**src/rtl/mips8_pkg.sv**
```systemverilog
// Shared constants and types for the 8-bit MIPS issue/stall logic.
package mips8_pkg;

  localparam logic [4:0] LOAD_OP_C  = 5'b10100;
  localparam logic [4:0] STORE_OP_C = 5'b10101;

  // Instruction field positions: [19:15] op, [14:10] rd, [9:5] rs1, [4:0] rs2/imm
  localparam int OP_HI  = 19;
  localparam int OP_LO  = 15;
  localparam int RD_HI  = 14;
  localparam int RD_LO  = 10;
  localparam int RS1_HI = 9;
  localparam int RS1_LO = 5;
  localparam int RS2_HI = 4;
  localparam int RS2_LO = 0;

  typedef enum logic [1:0] {
    IDLE  = 2'd0,
    ISSUE = 2'd1,
    STALL = 2'd2
  } state_e;

endpackage

```
**src/rtl/load_scoreboard.sv**
```systemverilog
// In-flight load tracker: LOAD_LAT-deep shift of {valid, rd}.
// A load sits in the shift for LOAD_LAT cycles after issue; any source that
// matches a live entry is a hazard that forwarding cannot cover yet.
module load_scoreboard
  import mips8_pkg::*;
#(
  parameter int LOAD_LAT = 2
) (
  input  logic       clk,
  input  logic       rst_n,
  input  logic       push,
  input  logic [4:0] push_rd,
  input  logic [4:0] src_a,
  input  logic       en_a,
  input  logic [4:0] src_b,
  input  logic       en_b,
  input  logic [4:0] src_c,
  input  logic       en_c,
  output logic       hazard,
  output logic       busy
);

  logic [LOAD_LAT-1:0]      vld_q, vld_d;
  logic [LOAD_LAT-1:0][4:0] rd_q, rd_d;

  // Shift every cycle regardless of stalls; loads to r0 never enter, so a
  // live entry always has a nonzero rd and an r0 source can never match.
  always_comb begin
    vld_d    = '0;
    rd_d     = '0;
    vld_d[0] = push & (push_rd != 5'd0);
    rd_d[0]  = push_rd;
    for (int i = 1; i < LOAD_LAT; i++) begin
      vld_d[i] = vld_q[i-1];
      rd_d[i]  = rd_q[i-1];
    end
  end

  // Scoreboard register, cleared asynchronously
  always_ff @(posedge clk or negedge rst_n) begin
    if (!rst_n) begin
      vld_q <= '0;
      rd_q  <= '0;
    end else begin
      vld_q <= vld_d;
      rd_q  <= rd_d;
    end
  end

  // Compare every live entry against every enabled source
  always_comb begin
    hazard = 1'b0;
    for (int i = 0; i < LOAD_LAT; i++) begin
      if (vld_q[i] && ((en_a && (src_a == rd_q[i])) ||
                       (en_b && (src_b == rd_q[i])) ||
                       (en_c && (src_c == rd_q[i]))))
        hazard = 1'b1;
    end
  end

  assign busy = |vld_q;

endmodule

```
**src/rtl/pipeline_stall_controller.sv**
```systemverilog
// Issue/stall sequencer in front of dependency_check_block.
// Optional feature macro: STALL_CNT_EN adds a saturating 16-bit stall_count port.
module pipeline_stall_controller
  import mips8_pkg::*;
#(
  parameter int         LOAD_LAT = 2,
  parameter logic [4:0] LOAD_OP  = LOAD_OP_C,
  parameter logic [4:0] STORE_OP = STORE_OP_C
) (
  input  logic        clk,
  input  logic        reset,
  input  logic [19:0] ins,
  input  logic        ins_valid,
  output logic        ins_ready,
  output logic        pc_en,
  output logic [19:0] issue_ins,
  output logic        issue_valid,
  output logic        bubble,
  output logic        busy
`ifdef STALL_CNT_EN
  ,
  output logic [15:0] stall_count
`endif
);

  logic [4:0]  op, rd, rs1, rs2;
  logic        is_load, use_rs2, use_rd, hazard, accept;
  state_e      state_q, state_d;
  logic [19:0] issue_ins_q, issue_ins_d;

  assign op  = ins[OP_HI:OP_LO];
  assign rd  = ins[RD_HI:RD_LO];
  assign rs1 = ins[RS1_HI:RS1_LO];
  assign rs2 = ins[RS2_HI:RS2_LO];

  // rs2 field is an immediate when op[4]=1; a store reads its rd field
  assign is_load = (op == LOAD_OP);
  assign use_rs2 = ~op[4];
  assign use_rd  = (op == STORE_OP);

  load_scoreboard #(.LOAD_LAT(LOAD_LAT)) u_sb (
    .clk    (clk),
    .rst_n  (reset),
    .push   (accept & is_load),
    .push_rd(rd),
    .src_a  (rs1),
    .en_a   (1'b1),
    .src_b  (rs2),
    .en_b   (use_rs2),
    .src_c  (rd),
    .en_c   (use_rd),
    .hazard (hazard),
    .busy   (busy)
  );

  assign ins_ready = reset & ~hazard;
  assign pc_en     = ins_valid & ins_ready;
  assign accept    = pc_en;

  // Next state and issue capture; state alone encodes issue_valid/bubble
  always_comb begin
    state_d     = IDLE;
    issue_ins_d = issue_ins_q;
    if (ins_valid) begin
      if (hazard) begin
        state_d = STALL;
      end else begin
        state_d     = ISSUE;
        issue_ins_d = ins;
      end
    end
  end

  // State and issue register
  always_ff @(posedge clk or negedge reset) begin
    if (!reset) begin
      state_q     <= IDLE;
      issue_ins_q <= '0;
    end else begin
      state_q     <= state_d;
      issue_ins_q <= issue_ins_d;
    end
  end

  assign issue_ins   = issue_ins_q;
  assign issue_valid = (state_q == ISSUE);
  assign bubble      = (state_q == STALL);

`ifdef STALL_CNT_EN
  logic [15:0] stall_cnt_q, stall_cnt_d;

  // Count every registered bubble, saturating at all-ones
  always_comb begin
    stall_cnt_d = stall_cnt_q;
    if ((state_d == STALL) && (stall_cnt_q != 16'hFFFF))
      stall_cnt_d = stall_cnt_q + 16'd1;
  end

  // Stall counter register, cleared only by reset
  always_ff @(posedge clk or negedge reset) begin
    if (!reset) stall_cnt_q <= '0;
    else        stall_cnt_q <= stall_cnt_d;
  end

  assign stall_count = stall_cnt_q;
`endif

endmodule

```
**config.mk**
```make
export PLATFORM = sky130hd
export DESIGN_NAME = pipeline_stall_controller
export DESIGN_NICKNAME = d
export VERILOG_FILES = /design/src/rtl/mips8_pkg.sv /design/src/rtl/load_scoreboard.sv /design/src/rtl/pipeline_stall_controller.sv
export SDC_FILE = /design/constraint.sdc
export NUM_CORES = 1
export LEC_CHECK = 0
export ABC_CLOCK_PERIOD_IN_PS = 3300
export CAP_MARGIN = 20
export CORE_MARGIN = 2
export CORE_UTILIZATION = 35
export CTS_CLUSTER_SIZE = 16
export DETAILED_ROUTE_END_ITERATION = 8
export MAX_ROUTING_LAYER = met4
export PLACE_DENSITY = 0.71
export SYNTH_ARGS = -nofsm -noshare
export SYNTH_HDL_FRONTEND = slang
export SYNTH_SLANG_ARGS = --single-unit
```
**constraint.sdc**
```tcl
create_clock -name clk -period 3.3 [get_ports clk]
set_clock_uncertainty 0.15 [all_clocks]
set_input_delay 0.99 -clock clk [delete_from_list [all_inputs] [get_ports clk]]
set_output_delay 0.99 -clock clk [all_outputs]
set_load 0.05 [all_outputs]
```
## Word-level counts from Yosys, hierarchy flattened

Cells that the tools add are included.

- Flip-flop bits (word level): 34
- Bits in latches: 0
- Memory bits (writable): 0
- Bits in read-only memories: 0
- Input port bits: 23
- Output and inout bits: 25
- Logic and storage cells: 38
- Memories: 0

- Add/sub/neg operators: 0
- Multiply operators: 0
- Div/mod/pow operators: 0
- $lt $le $gt $ge: 0
- Equal/unequal tests: 10
- Shifts and indexed selects: 0
- Muxes and demuxes: 4
- Bitwise gates (word level): 6
- Reduce and logical (&&, ||, !) cells: 13

Operators by type and width:

| cell | number |
|---|---|
| equality test 5 bit | 6 |
| equality test 5 bit, second input constant | 2 |
| logical AND 1 bit | 6 |
| nonzero test 5 bit | 1 |
| bitwise AND 1 bit | 4 |
| logical OR 1 bit | 4 |
| two-way mux 2 bit | 2 |
| equality test 2 x 1 -> 1 bit, second input constant | 1 |
| equality test 2 bit, second input constant | 1 |
| two-way mux 1 bit | 2 |
| inverter 1 bit | 2 |
| AND reduction 2 bit | 1 |
| OR reduction 2 bit | 1 |

## Logic depth before layout (Yosys ltp)

- Depth after elaboration: 12
- Gate-level depth with buffers: 7
- Mapped depth without buffers: 6

## Cells and area by module

A second synthesis with hierarchy kept.

- Cell total of the unflattened synthesis: 115
- Area, all modules: 1635.3 um2

By module, submodules not included:

| module | instances | cells an instance | area each (um2) | seq. area each (um2) |
|---|---|---|---|---|
| pipeline_stall_controller | 1 | 56 | 962.2 | 550.5 |
| load_scoreboard | 1 | 59 | 673.1 | 300.3 |

## Least setup slack after synthesis

Ideal clock, no wire load.

- Path type: input-to-output
- Start point: in ins[9]
- End point: out pc_en
- Arrival time: 2.278 ns
- Required time: 2.160 ns
- Slack: -0.118 ns
- Cell stages on the path: 6
- Path buffers: 0
- Cells stage by stage: xor2_1 nor4_1 and3_1 nor4_2 and3_2 and3_1

- Cells in the longest elaborated chain, start to end: 9
- Elaborated cells between the ends (all ways): 13
- Classes of those cells: 2 x eq/ne; 2 x mux; 3 x bitwise; 6 x reduce/logical

RTL lines:

| element | line | source |
|---|---|---|
| start: declaration | pipeline_stall_controller.sv:12 | `input logic [19:0] ins,` |
| equality test 5 bit | load_scoreboard.sv:54 | `if (vld_q[i] && ((en_a && (src_a == rd_q[i])) \|\|` |
| logical OR 1 bit | load_scoreboard.sv:54 |  |
| logical OR 1 bit | load_scoreboard.sv:55 | `(en_b && (src_b == rd_q[i])) \|\|` |
| logical AND 1 bit | load_scoreboard.sv:54 |  |
| two-way mux 1 bit | load_scoreboard.sv:54 |  |
| two-way mux 1 bit (*) | load_scoreboard.sv:54 |  |
| inverter 1 bit (no source line) (*) | -- |  |
| bitwise AND 1 bit (*) | pipeline_stall_controller.sv:56 | `assign ins_ready = reset & ~hazard;` |
| bitwise AND 1 bit (*) | pipeline_stall_controller.sv:57 | `assign pc_en = ins_valid & ins_ready;` |
| end: declaration | pipeline_stall_controller.sv:15 | `output logic pc_en,` |

Every way passes the cells marked *; elsewhere a longest branch is shown, timed or not.

## Worst setup path in the final report

- Start point: in ins[3]
- End point: out pc_en

- Cells in the longest elaborated chain, start to end: 10
- Elaborated cells between the ends (all ways): 15
- Classes of those cells: 2 x eq/ne; 2 x mux; 3 x bitwise; 8 x reduce/logical

RTL lines:

| element | line |
|---|---|
| equality test 5 bit | load_scoreboard.sv:55 |
| logical AND 1 bit | load_scoreboard.sv:55 |
| logical OR 1 bit | load_scoreboard.sv:54 |
| logical OR 1 bit | load_scoreboard.sv:55 |
| logical AND 1 bit | load_scoreboard.sv:54 |
| two-way mux 1 bit | load_scoreboard.sv:54 |
| two-way mux 1 bit (*) | load_scoreboard.sv:54 |
| inverter 1 bit (no source line) (*) | -- |
| bitwise AND 1 bit (*) | pipeline_stall_controller.sv:56 |
| bitwise AND 1 bit (*) | pipeline_stall_controller.sv:57 |

Marks and branches as above.

==> run_results.csv <==
group,metric,value,unit
logic_synthesis,synth_warnings,0,
global_routing,antenna_found_initial,0,
detailed_routing,route.detailed.drc,0,
pwr,power_density,437,nW/µm²
cts,postCtsHoldBufs,0,
worst_setup_path,critPathLaunchType,"primary input",
detailed_routing,num_vias,1143,
global_routing,grt-ovfl-total,0,
sta,setup-violations-final,2,
pwr,p_sw_share,31.9,%
hold_path,min_path_cells,0,
global_routing,grt.busiest_layer,"met2",
logic_synthesis,avgSynthCellArea,14.4,µm²
cts,clk_pin_slew,80,ps
die,io_pins,48,
sta,setup_ws,-215,ps
layout,diodes,0,
placement,gp_congestion,0.812,
sta,max_slew_margin,65.2,%
layout,final-instance-count-excl-fill,236,
global_routing,grt_pass1_vias,1263,
die,core_area,4440,µm²
die,dieHeight,72.6,µm
worst_setup_path,crit_top_cell,"and3_4",
sta,worst_pin_slew,520,ps
detailed_routing,wl_per_cell,16.9,µm
sta,tns,-392,ps
layout,nNetsFinal,206,
global_routing,grt_use_total,17.1,%
worst_setup_path,crit_family,"simple AND/OR/NAND/NOR gates",
worst_setup_path,critPathMaxFanout,3,
worst_setup_path,crit_type,"in2out",
detailed_routing,viasPerCell,4.84,
global_routing,met1_usage,20.4,%
layout,syn_to_final_growth,55.9,%
outcome,violations,"setup timing",
placement,dp_hpwl,2.86,mm
cts,cts.sinks,34,
die,fp.dieArea,5270,µm²
global_routing,met2_usage,27.6,%
layout,drive_gt1_share,47.3,%
worst_setup_path,crit_required,2160,ps
sta,fmax,0.285,GHz
detailed_routing,drt_first_pass_iters,4,
sta,finalHoldViolCount,0,
logic_synthesis,synth_area,1650,µm²
sta,fin_crit_sh,107,%
sta,rsz0062_at_grt,"true",
cts,cts_buffers,5,
global_routing,grtUsageMet3,4.72,%
logic_synthesis,ys_seq_area_share,51.7,%
worst_setup_path,critPathMaxStageDelay,250,ps
pwr,ir_drop,191,µV
flow_run,drv_cap,0,
cts,h-tree-depth,2,
pwr,sequentialPowerShare,42.4,%
cts,insertion_delay,300,ps
logic_synthesis,synth_cell_types,22,
worst_setup_path,rr_worst_depth,8,
die,die_x,72.6,µm
die,start_util,37.0,%
worst_setup_path,cp_slowest_cell,"nor4_4",
detailed_routing,drt_iter0_markers,38,
pwr,switchingPower,0.358,mW
layout,final_cell_mix,"34 x dfrtp_1, 26 x clkdlybuf4s50_1, 19 x mux2_4, 15 x buf_4, 13 x xor2_1",
sta,drv_slew,0,
detailed_routing,wl,4.00,mm
cts,cts_max_path_buffers,2,
worst_setup_path,worstPathArrival,2370,ps
layout,final_core_util,57.7,%
cts,cts_tree,"built",
global_routing,grt_max_degree,26,
worst_setup_path,crit_chain,"buf_8 > buf_4 > xor2_1 > nor4b_4 > nor4_4 > and3_4 > and3_4 > buf_12",
logic_synthesis,syn_nets,137,
cts,cts_root_buffer,"clkbuf_8",
worst_setup_path,cp.depth,8,
logic_synthesis,ys_ff_latch,34,
placement,dp.cells,224,
sta,period_needed,3510,ps
placement,portBuffers,47,
worst_setup_path,end_kind,"primary output",
global_routing,grt_pass1_wl,6.53,mm
outcome,outcome,"finished, violations left",
pwr,p_int,0.764,mW
pwr,clock_power_share,29.2,%
pwr,leakage,1.16,nW
worst_setup_path,crit_buf_inv,3,
die,rows,24,
layout,final_common_cell,"dfrtp_1",
detailed_routing,ant_nets,0,
hold_path,min_path_type,"reg2reg",
logic_synthesis,synthCells,114,
pwr,power_frac_comb,28.5,%
[cells in the mapped netlist, drive strengths merged]
cell type	count	share of area [%]
mux2	20	18
nor2b	3	1.1
nor3	1	0.30
xnor2	12	6.4
nand4	4	1.5
buf	2	2.4
nor4	5	2.3
and2	2	0.84
or2	1	0.38
xor2	18	9.6
nor4bb	1	0.61
nand3b	1	0.46
a21oi	1	0.30
nor2	1	0.23
and3	5	2.1
dfrtp	34	52
nor4b	2	1.1
and4	1	0.68
[final timing paths]
check / start / endpoint / slack [ps]
min in group asynchronous: reset / issue_ins[16] / 950
worst max register to register: u_sb.rd_q[6] / issue_ins[3] / 1020
worst min register to register: u_sb.vld_q[0] / u_sb.vld_q[1] / 330
worst max-delay path: ins[3] / pc_en / -210
worst min-delay path: u_sb.vld_q[0] / u_sb.vld_q[1] / 330
max in group asynchronous: reset / issue_ins[2] / 1710
[power by group through the flow]
| stage | combinational, mW | clock [mW] | sequential [mW] |
|---|---|---|---|
| 5_1_grt | 0.335 | 0.358 | 0.479 |
| 3_5_place_dp | 0.303 | 0 | 0.480 |
| 6_report | 0.319 | 0.327 | 0.475 |
| 4_1_cts | 0.318 | 0.338 | 0.475 |
| 3_3_place_gp | 0.300 | 0 | 0.478 |
| 2_1_floorplan | 0.0902 | 0 | 0.564 |
[layer usage]
| layer | vias to the layer above | share of wire (%) |
|---|---|---|
| li1 | 530 | - |
| met3 | 9 | 4.5 |
| met1 | 573 | 41 |
| met4 | 0 | 2.1 |
| met2 | 31 | 53 |
| met5 | - | 0 |
[flip-flops by register name, summed over array words and instances, names as in the netlist]
name and count:
u_sb.vld_q 2, u_sb.rd_d 5, state_q 2, issue_ins 20, u_sb.rd_q 5
[repair_timing]
item | 4_1_cts | 5_1_grt
gates resized for setup | 109 | 4
pin swaps | 21 | 4
setup buffers | 2 | 2
endpoints found under the setup margin | 2 | 2
[metrics by stage]
step                total power, mW  setup WS (ps)  hold WS (ps)  area (µm²)
floorplan                     0.654           2.21           242        1650
global placement              0.778           -645           278        2290
detailed placement            0.784           -727           283        2290
CTS                            1.13           -183           314        2520
global route                   1.17           -293           357        2560
finish                         1.12           -215           331        2560
[final cells by class]
cell class	count	area, µm²
well taps	52	65.1
flip-flops and latches	34	851
clock buffers	6	82.6
fillers	358	1880
repair buffers	64	638
multi-input cells	78	916
clock inverters	2	12.5
[worst register-to-register path, stage by stage, from the launching register on]
cell	delay, ps
dfrtp_1	450
xor2_1	190
nor4_2	290
nand4_1	160
buf_4	160
buf_4	120
and4_4	200
buf_4	160
mux2_4	290
[cell families (layout without fill, tap and decap cells)]
kind of cell    Yosys count  count (layout)  synth area share (%)
buf+inv                   2              72                  2.43
mux                      20              20                  18.0
flops                    34              34                  51.7
simple gates             27              27                  11.6
xor+xnor                 30              30                  16.0
compound gates            1               1                 0.304
Note: power is estimated with default switching activity, not from simulation.
